### config.mk
export PLATFORM = sky130hd
export DESIGN_NAME = lisa_qspi_arbiter
export DESIGN_NICKNAME = d
export VERILOG_FILES = /design/src/rtl/lisa_qspi_arbiter.sv
export SDC_FILE = /design/constraint.sdc
export NUM_CORES = 1
export LEC_CHECK = 0
export CORE_ASPECT_RATIO = 0.5
export CORE_MARGIN = 4
export CORE_UTILIZATION = 29
export DETAILED_ROUTE_END_ITERATION = 8
export GPL_ROUTABILITY_DRIVEN = 0
export PLACE_DENSITY = 0.89
export SLEW_MARGIN = 5
export SYNTH_ARGS = -nofsm -noshare
export SYNTH_HDL_FRONTEND = slang
export SYNTH_SLANG_ARGS = --single-unit
### constraint.sdc
create_clock -name clk -period 2.3 [get_ports clk]
set_input_delay 0.46 -clock clk [delete_from_list [all_inputs] [get_ports clk]]
set_output_delay 0.46 -clock clk [all_outputs]
set_load 0.01 [all_outputs]
### src/rtl/lisa_qspi_arbiter.sv
// Round-robin arbiter sharing one lisa_qqspi controller among NUM_REQ requesters.
// Optional macro LISA_QSPI_ARB_LOCK_EN adds req_lock to keep multi-transaction sequences atomic.
module lisa_qspi_arbiter #(
  parameter int NUM_REQ      = 3,
  parameter int CHIP_SELECTS = 2
) (
  input  logic                            clk,
  input  logic                            rst,
  input  logic [NUM_REQ-1:0]              req_valid,
  input  logic [NUM_REQ*24-1:0]           req_addr,
  input  logic [NUM_REQ*16-1:0]           req_wdata,
  input  logic [NUM_REQ*2-1:0]            req_wstrb,
  input  logic [NUM_REQ*4-1:0]            req_len,
  input  logic [NUM_REQ*CHIP_SELECTS-1:0] req_cs,
  input  logic [NUM_REQ-1:0]              req_wack,
`ifdef LISA_QSPI_ARB_LOCK_EN
  input  logic [NUM_REQ-1:0]              req_lock,
`endif
  output logic [NUM_REQ-1:0]              req_gnt,
  output logic [NUM_REQ-1:0]              req_word,
  output logic [NUM_REQ-1:0]              req_done,
  output logic [15:0]                     req_rdata,
  output logic [23:0]                     mem_addr,
  output logic [15:0]                     mem_wdata,
  output logic [1:0]                      mem_wstrb,
  output logic [3:0]                      mem_xfer_len,
  output logic [CHIP_SELECTS-1:0]         mem_ce_ctrl,
  output logic                            mem_valid,
  output logic                            mem_ready_ack,
  input  logic [15:0]                     mem_rdata,
  input  logic                            mem_ready,
  input  logic                            mem_xfer_done
);
  localparam int IDXW = $clog2(NUM_REQ);

  typedef enum logic [1:0] {IDLE, GRANT, BUSY, RELEASE} state_t;

  state_t              state, state_nxt;
  logic [IDXW-1:0]     gnt_idx, gnt_idx_nxt;
  logic [IDXW-1:0]     rr_ptr, rr_nxt;
  logic [NUM_REQ-1:0]  gnt_nxt, word_nxt, done_nxt;
  logic [15:0]         rdata_nxt;
  logic                valid_nxt;
  logic                ready_q;
  logic                lock_hold, lock_nxt;
  logic                lock_cur;
  logic                gnt_act;
  logic                pick_found;
  logic [IDXW-1:0]     pick_idx;
  logic [IDXW-1:0]     cand;

  logic [NUM_REQ-1:0][23:0]             addr_a;
  logic [NUM_REQ-1:0][15:0]             wdata_a;
  logic [NUM_REQ-1:0][1:0]              wstrb_a;
  logic [NUM_REQ-1:0][3:0]              len_a;
  logic [NUM_REQ-1:0][CHIP_SELECTS-1:0] cs_a;

  assign addr_a  = req_addr;
  assign wdata_a = req_wdata;
  assign wstrb_a = req_wstrb;
  assign len_a   = req_len;
  assign cs_a    = req_cs;

  // Request fields are steered only while a grant is held, so the bus idles at 0.
  assign gnt_act       = |req_gnt;
  assign mem_addr      = gnt_act ? addr_a[gnt_idx]  : '0;
  assign mem_wdata     = gnt_act ? wdata_a[gnt_idx] : '0;
  assign mem_wstrb     = gnt_act ? wstrb_a[gnt_idx] : '0;
  assign mem_xfer_len  = gnt_act ? len_a[gnt_idx]   : '0;
  assign mem_ce_ctrl   = gnt_act ? cs_a[gnt_idx]    : '0;
  assign mem_ready_ack = gnt_act & req_wack[gnt_idx];

`ifdef LISA_QSPI_ARB_LOCK_EN
  assign lock_cur = req_lock[gnt_idx];
`else
  assign lock_cur = 1'b0;
`endif

  // Round-robin scan starting just after the last served requester.
  always_comb begin
    pick_found = 1'b0;
    pick_idx   = '0;
    cand       = '0;
    for (int k = 1; k <= NUM_REQ; k++) begin
      cand = IDXW'((int'(rr_ptr) + k) % NUM_REQ);
      if (!pick_found && req_valid[cand]) begin
        pick_found = 1'b1;
        pick_idx   = cand;
      end
    end
  end

  always_comb begin
    state_nxt   = state;
    gnt_idx_nxt = gnt_idx;
    rr_nxt      = rr_ptr;
    gnt_nxt     = req_gnt;
    word_nxt    = '0;
    done_nxt    = '0;
    rdata_nxt   = req_rdata;
    valid_nxt   = mem_valid;
    lock_nxt    = lock_hold;
    case (state)
      IDLE: begin
        if (pick_found && !mem_ready) begin
          gnt_idx_nxt       = pick_idx;
          gnt_nxt           = '0;
          gnt_nxt[pick_idx] = 1'b1;
          state_nxt         = GRANT;
        end
      end
      GRANT: begin
        valid_nxt = 1'b1;
        state_nxt = BUSY;
      end
      BUSY: begin
        if (mem_ready && !ready_q) begin
          word_nxt[gnt_idx] = 1'b1;
          rdata_nxt         = mem_rdata;
        end
        if (mem_xfer_done) begin
          valid_nxt         = 1'b0;
          done_nxt[gnt_idx] = 1'b1;
          lock_nxt          = lock_cur;
          if (!lock_cur) rr_nxt = gnt_idx;
          state_nxt         = RELEASE;
        end
      end
      RELEASE: begin
        valid_nxt = 1'b0;
        // Controller must drop ready before it may see another valid.
        if (!mem_ready) begin
          if (lock_hold && req_valid[gnt_idx]) begin
            state_nxt = GRANT;
          end else begin
            gnt_nxt   = '0;
            rr_nxt    = gnt_idx;
            lock_nxt  = 1'b0;
            state_nxt = IDLE;
          end
        end
      end
      default: begin
        valid_nxt = 1'b0;
        gnt_nxt   = '0;
        state_nxt = IDLE;
      end
    endcase
  end

  always_ff @(posedge clk or posedge rst) begin
    if (rst) begin
      state     <= IDLE;
      gnt_idx   <= '0;
      rr_ptr    <= IDXW'(NUM_REQ - 1);
      req_gnt   <= '0;
      req_word  <= '0;
      req_done  <= '0;
      req_rdata <= '0;
      mem_valid <= 1'b0;
      ready_q   <= 1'b0;
      lock_hold <= 1'b0;
    end else begin
      state     <= state_nxt;
      gnt_idx   <= gnt_idx_nxt;
      rr_ptr    <= rr_nxt;
      req_gnt   <= gnt_nxt;
      req_word  <= word_nxt;
      req_done  <= done_nxt;
      req_rdata <= rdata_nxt;
      mem_valid <= valid_nxt;
      ready_q   <= mem_ready;
      lock_hold <= lock_nxt;
    end
  end

endmodule

# Word-level counts from Yosys, hierarchy flattened
# Cells that the tools add are included.
[totals]
reg_bits = 34
inputBits = 170
output_inout_bits = 75
word_cells = 110
[op_classes]
add_sub_neg = 3
n_div = 3
order_cmp = 7
eq_ne = 7
mux = 57
bitwise_logic = 1
reduce_logical = 22
[ops]
columns = ["cell", "n"]
rows = [
  ["modulo 32 x 3 -> 32 bit, second input constant", 3],
  ["binary-select mux 24 bit (select 2 bit)", 1],
  ["two-way mux 24 bit", 2],
  ["binary-select mux 16 bit (select 2 bit)", 1],
  ["two-way mux 16 bit", 2],
  ["two-way mux 2 bit", 13],
  ["two-way mux 3 bit", 7],
  ["less-than comparator 2 x 3 -> 1 bit, second input constant", 5],
  ["two-way mux 1 bit", 14],
  ["binary-select mux 1 bit (select 2 bit)", 5],
  ["binary-select mux 2 bit (select 2 bit)", 2],
  ["binary-select mux 4 bit (select 2 bit)", 1],
  ["two-way mux 4 bit", 2],
  ["!= test 2 bit, second input constant", 4],
  ["case mux 2 bit (4 select lines)", 1],
  ["AND reduction 4 bit", 2],
  ["logical AND 1 bit", 7],
  ["adder 2 x 2 -> 3 bit, second input constant", 2],
  ["case mux 3 bit (2 select lines)", 1],
  ["AND reduction 2 bit", 3],
  ["demux 1 bit (select 2 bit)", 2],
  ["equality test 2 bit, second input constant", 2],
  [">= comparator 2 x 1 -> 1 bit, second input constant", 2],
  ["zero test 1 bit", 4],
  ["other kinds (11)", 12],
]

# Logic depth before layout (Yosys ltp)
[depth]
ltp_word = 17
mapped_depth = 7
mapped_depth_nobuf = 7

# Least setup slack after synthesis
# Ideal clock, no wire load.
[synth_timing]
path_type = "register to register"
from = "reg rr_ptr[1]"
to = "reg req_gnt[0]"
setup_ns = 0.122
t_arrival_ns = 2.120
required_ns = 2.178
setup_slack_ns = 0.059
stages_incl_launch_ff = 7
path_buffers = 0
synth_period_minus_slack_ns = 2.241
path_cell_list = "dfstp_2 ha_1 or2_0 a32o_2 or2_4 mux2_4 a32o_1"
[synth_via]
elab_chain_cells = 17
elab_cells_between_ends = 32
cone_classes = "add/sub: 3; div: 3; order compare: 2; eq/ne: 1; mux: 16; reduce/logical: 7"
[synth_rtl]
columns = ["element", "line_no", "text"]
rows = [
  ["from (decl)", "40", "logic [IDXW-1:0] rr_ptr, rr_nxt;"],
  ["from (signal assigned)", "155", "rr_ptr <= IDXW'(NUM_REQ - 1);"],
  ["from (signal assigned)", "166", "rr_ptr <= rr_nxt;"],
  ["adder 2 x 1 -> 3 bit", "85", "cand = IDXW'((int'(rr_ptr) + k) % NUM_REQ);"],
  ["modulo 32 x 3 -> 32 bit", "85", ""],
  ["binary-select mux 1 bit (select 2 bit)", "86", "if (!pick_found && req_valid[cand]) begin"],
  ["two-way mux 1 bit (implied by the code)", "86", ""],
  ["two-way mux 1 bit", "86", ""],
  ["zero test 1 bit", "86", ""],
  ["logical AND 1 bit", "86", ""],
  ["two-way mux 1 bit", "86", ""],
  ["zero test 1 bit", "86", ""],
  ["logical AND 1 bit", "86", ""],
  ["two-way mux 2 bit", "86", ""],
  ["less-than comparator 2 x 3 -> 1 bit (implied by the code) or >= comparator 2 x 1 -> 1 bit (tied branches)", "108", "gnt_nxt[pick_idx] = 1'b1;"],
  ["logical AND 1 bit (implied by the code)", "108", ""],
  ["two-way mux 1 bit (implied by the code)", "108", ""],
  ["demux 1 bit (select 2 bit)", "108", ""],
  ["two-way mux 3 bit", "105", "if (pick_found && !mem_ready) begin"],
  ["case mux 3 bit (2 select lines)", "103", "case (state)"],
  ["to (signal assigned)", "167", "req_gnt <= gnt_nxt;"],
  ["to (decl)", "19", "output logic [NUM_REQ-1:0] req_gnt,"],
]
# Parallel ways exist; a longest one is shown, timed or not. The select of a mux whose other input is x is not followed.
# A chain may end at the register's enable or synchronous reset.

# Worst setup path in the final report
[layout_timing]
from = "reg rr_ptr[1]"
to = "reg state[1]"
[layout_via]
elab_chain_cells = 14
elab_cells_between_ends = 22
cone_classes = "add/sub: 3; div: 3; eq/ne: 1; mux: 9; reduce/logical: 6"
[layout_rtl]
columns = ["element", "line_no", "text"]
rows = [
  ["adder 2 x 1 -> 3 bit", "85", ""],
  ["modulo 32 x 3 -> 32 bit", "85", ""],
  ["binary-select mux 1 bit (select 2 bit)", "86", ""],
  ["two-way mux 1 bit (implied by the code)", "86", ""],
  ["two-way mux 1 bit", "86", ""],
  ["zero test 1 bit", "86", ""],
  ["logical AND 1 bit", "86", ""],
  ["two-way mux 1 bit", "86", ""],
  ["zero test 1 bit", "86", ""],
  ["logical AND 1 bit", "86", ""],
  ["two-way mux 1 bit (*)", "86", ""],
  ["logical AND 1 bit (*)", "105", ""],
  ["!= test 2 bit (no line) (*)", "n/a", ""],
  ["AND reduction 3 bit (no line) (*)", "n/a", ""],
  ["to (signal assigned)", "164", "state <= state_nxt;"],
  ["to (decl)", "38", "state_t state, state_nxt;"],
]
# Mark *: on every way between the ends. The rest lies on a longest branch, timed or not. The select of a mux whose other input is x is not followed.

==> results.json <==
{
  "clk_latency_ns": 0.27,
  "syn_to_final_growth_pct": 112,
  "synth_cells": 352,
  "seq_area_frac_synth": 0.297,
  "r2r_setup_slack_ns": 0.01,
  "wire_per_inst_um": 18.5,
  "initial_core_util": 0.309,
  "p_switching_mw": 2.90,
  "reg2regPathDepth": 6,
  "max_freq_ghz": 0.437,
  "worst_ir_drop_vdd_v": 0.000599,
  "fin_crit_sh": 0.994,
  "worst_ep_required_time_ns": 2.46,
  "clock_skew_ns": 0.00288,
  "power_frac_seq": 0.143,
  "finalMaxSlewViolations": 0,
  "cts_tree": "built",
  "antenna_found_initial": 0,
  "die_area_um2": 11300,
  "synth_edf_count": 0,
  "cts-root-buf": "clkbuf_16",
  "overflow": 0,
  "final-seq-area_um2": 830,
  "grt_pass1_wl_mm": 20.2,
  "routed_wl_mm": 13.5,
  "status": "complete, no violations",
  "worstPathArrival_ns": 2.45,
  "avgViaCountPerCell": 4.96,
  "portBuffers": 244,
  "power.share.clock": 0.112,
  "p_int_mw": 4.08,
  "final.setup.worst_slack_ns": 0.0133,
  "htreeDepth": 2,
  "ys_types": 39,
  "rsz0062_at_grt": "yes",
  "cts_made_buffers": 5,
  "grtUsageTotal": 0.223,
  "drv_cap": 0,
  "worst_setup_hold_path_clk_slew_ns": 0.05,
  "route.detailed.drc": 0,
  "fp.dieH_um": 77.3,
  "die_x_um": 147,
  "dr_total_vias": 3607,
  "finalSetupViolCount": 0,
  "final_antenna_net_count": 0,
  "grt_max_degree": 56,
  "synth_common_cells": "nor2_1, a21oi_1, mux2i_1",
  "crit_type": "reg2reg",
  "cts_buffer_depth": 2,
  "hpwl_mm": 10.4,
  "place_worst_setup_slack_ns": -0.0242,
  "worst_r2r_endpoint": "state[1]$_DFFE_PP0P_",
  "synth_top_area_frac": 0.288,
  "holdCritPathClass": "in2async",
  "finalCriticalPeriod_ns": 2.29,
  "core_area_um2": 9010,
  "async_reset_ff_frac": 1.00,
  "worst_pin_slew_ns": 0.455,
  "synth_area_leaders": "dfrtp_1, mux2i_1, nor2_1",
  "rows": 24,
  "dr.pass1.iters": 4,
  "yosysWarnings": 0,
  "switching_share": 0.415,
  "cp_max_fo": 5,
  "ios": 245,
  "ys_seq_elements": 33,
  "max-slew-margin-rel": 0.696,
  "synth.most_common_cell": "nor2_1",
  "synth.avg_cell_area_um2": 7.90,
  "fin_util": 0.654,
  "synth_ff_type": "dfrtp_1",
  "multi_input_area_um2": 1870,
  "drive_above_1_share": 0.130,
  "fin_nets": 786,
  "leakage_nw": 2.58,
  "yosysTopAreaCell": "dfrtp_1",
  "rr_startpoint": "rr_ptr[1]$_DFFE_PP1P_",
  "power_frac_comb": 0.745,
  "syn-num-nets": 529,
  "syn_area_um2": 2780,
  "pwr_density_cell_nw_per_um2": 1180,
  "cts_hold_buf": 0,
  "drt_iter0_markers": 254,
  "worstSetupStartpointType": "flip-flop",
  "cts.sinks": 33,
  "cp-end-kind": "flip-flop",
  "grt_pass1_vias": 3636,
  "nFillCells": 757,
  "diodes": 0,
  "hold_viol_final": 0
}
-- flip-flops by register name, indices dropped and copies added, names as in the netlist, 2 cells and up --
| signal | count |
|---|---|
| req_done | 3 |
| gnt_idx | 2 |
| req_rdata | 16 |
| req_word | 3 |
| req_gnt | 3 |
| state | 2 |
| rr_ptr | 2 |
-- cell type report --
cell class | count | area share
clock inverters | 1 | 0.00510
inverters | 9 | 0.00573
well taps | 117 | 0.0248
clock buffers | 7 | 0.0242
multi-input cells | 283 | 0.318
flip-flops and latches | 33 | 0.141
repair buffers | 277 | 0.481
-- placed cells by master, fill, tap and decap left out, types with 3 or more instances in the layout --
cell / count
clkdlybuf4s50_1: 195
nor2_1: 102
a21oi_1: 53
mux2i_1: 48
dlygate4sd2_1: 36
dfrtp_1: 30
mux2_2: 17
buf_4: 16
clkdlybuf4s15_1: 10
buf_12: 10
inv_1: 7
clkbuf_16: 7
nand2_1: 6
nor3_1: 5
ha_1: 5
o22ai_1: 4
nand2b_1: 3
nand3b_1: 3
clkbuf_2: 3
-- worst max-delay path: stages, from the launching register on --
cell and delay [ns]:
dfstp_2 0.59, ha_4 0.22, or2_0 0.22, a32o_2 0.31, nor4b_4 0.39, a21oi_2 0.13
mux2_4 0.31
-- logic make-up (layout without fill, tap and decap cells) --
group	Yosys count	in the layout	synth area share
multiplexers	69	69	0.258
AND/OR/NAND/NOR	132	132	0.206
adder cells (fa/ha/maj)	7	7	0.0315
buffers and inverters	36	294	0.0499
AO/OA/AOI/OAI	75	75	0.157
flip-flops	33	33	0.297
-- repair_timing --
action | 4_1_cts | 5_1_grt
pin swaps | 1 | 5
resized for setup | 56 | 24
endpoints found under the setup margin | 52 | 33
buffers inserted | 5 | 6
cloned | 2 | 2
-- power by group through the flow --
stage                     clock network, mW  logic (mW)  registers (mW)
after detailed placement                  0        5.04            1.02
after floorplan                           0        2.48            1.05
after CTS                             0.789        4.95            1.00
final                                 0.780        5.20           0.997
after global placement                    0        4.94           0.992
after global routing                  0.827        5.60            1.03
-- metrics by stage --
step / TNS, ns / hold slack, ns / power (mW) / area (µm²) / cells
after floorplan: 0 / 0.491 / 3.53 / 2780 / 352
after global placement: 0 / 0.459 / 5.93 / 5520 / 704
after detailed placement: -0.0523 / 0.482 / 6.06 / 5520 / 704
after CTS: 0 / 0.506 / 6.74 / 5760 / 719
after global routing: -0.264 / 0.529 / 7.46 / 5890 / 727
final: 0 / 0.505 / 6.98 / 5890 / 727
-- worst max path at each step --
stage / start / to / slack, ns
after floorplan: rr_ptr[1]$_DFFE_PP1P_ / req_gnt[0]$_DFFE_PP0P_ / 0.06
after global placement: req_wdata[5] / mem_wdata[5] / 0.008
after detailed placement: rr_ptr[1]$_DFFE_PP1P_ / req_gnt[1]$_DFFE_PP0P_ / -0.02
after CTS: rr_ptr[1]$_DFFE_PP1P_ / req_gnt[1]$_DFFE_PP0P_ / 0.01
after global routing: rr_ptr[1]$_DFFE_PP1P_ / state[1]$_DFFE_PP0P_ / -0.07
final: rr_ptr[1]$_DFFE_PP1P_ / state[1]$_DFFE_PP0P_ / 0.01
-- routing by layer --
layer	part of all wire	vias to the layer above	track usage
met5	0	-	0
met1	0.39	1733	0.256
li1	-	1729	-
met4	0.021	0	0.0629
met3	0.043	22	0.0324
met2	0.55	123	0.432
(Power assumes the default switching activity.)
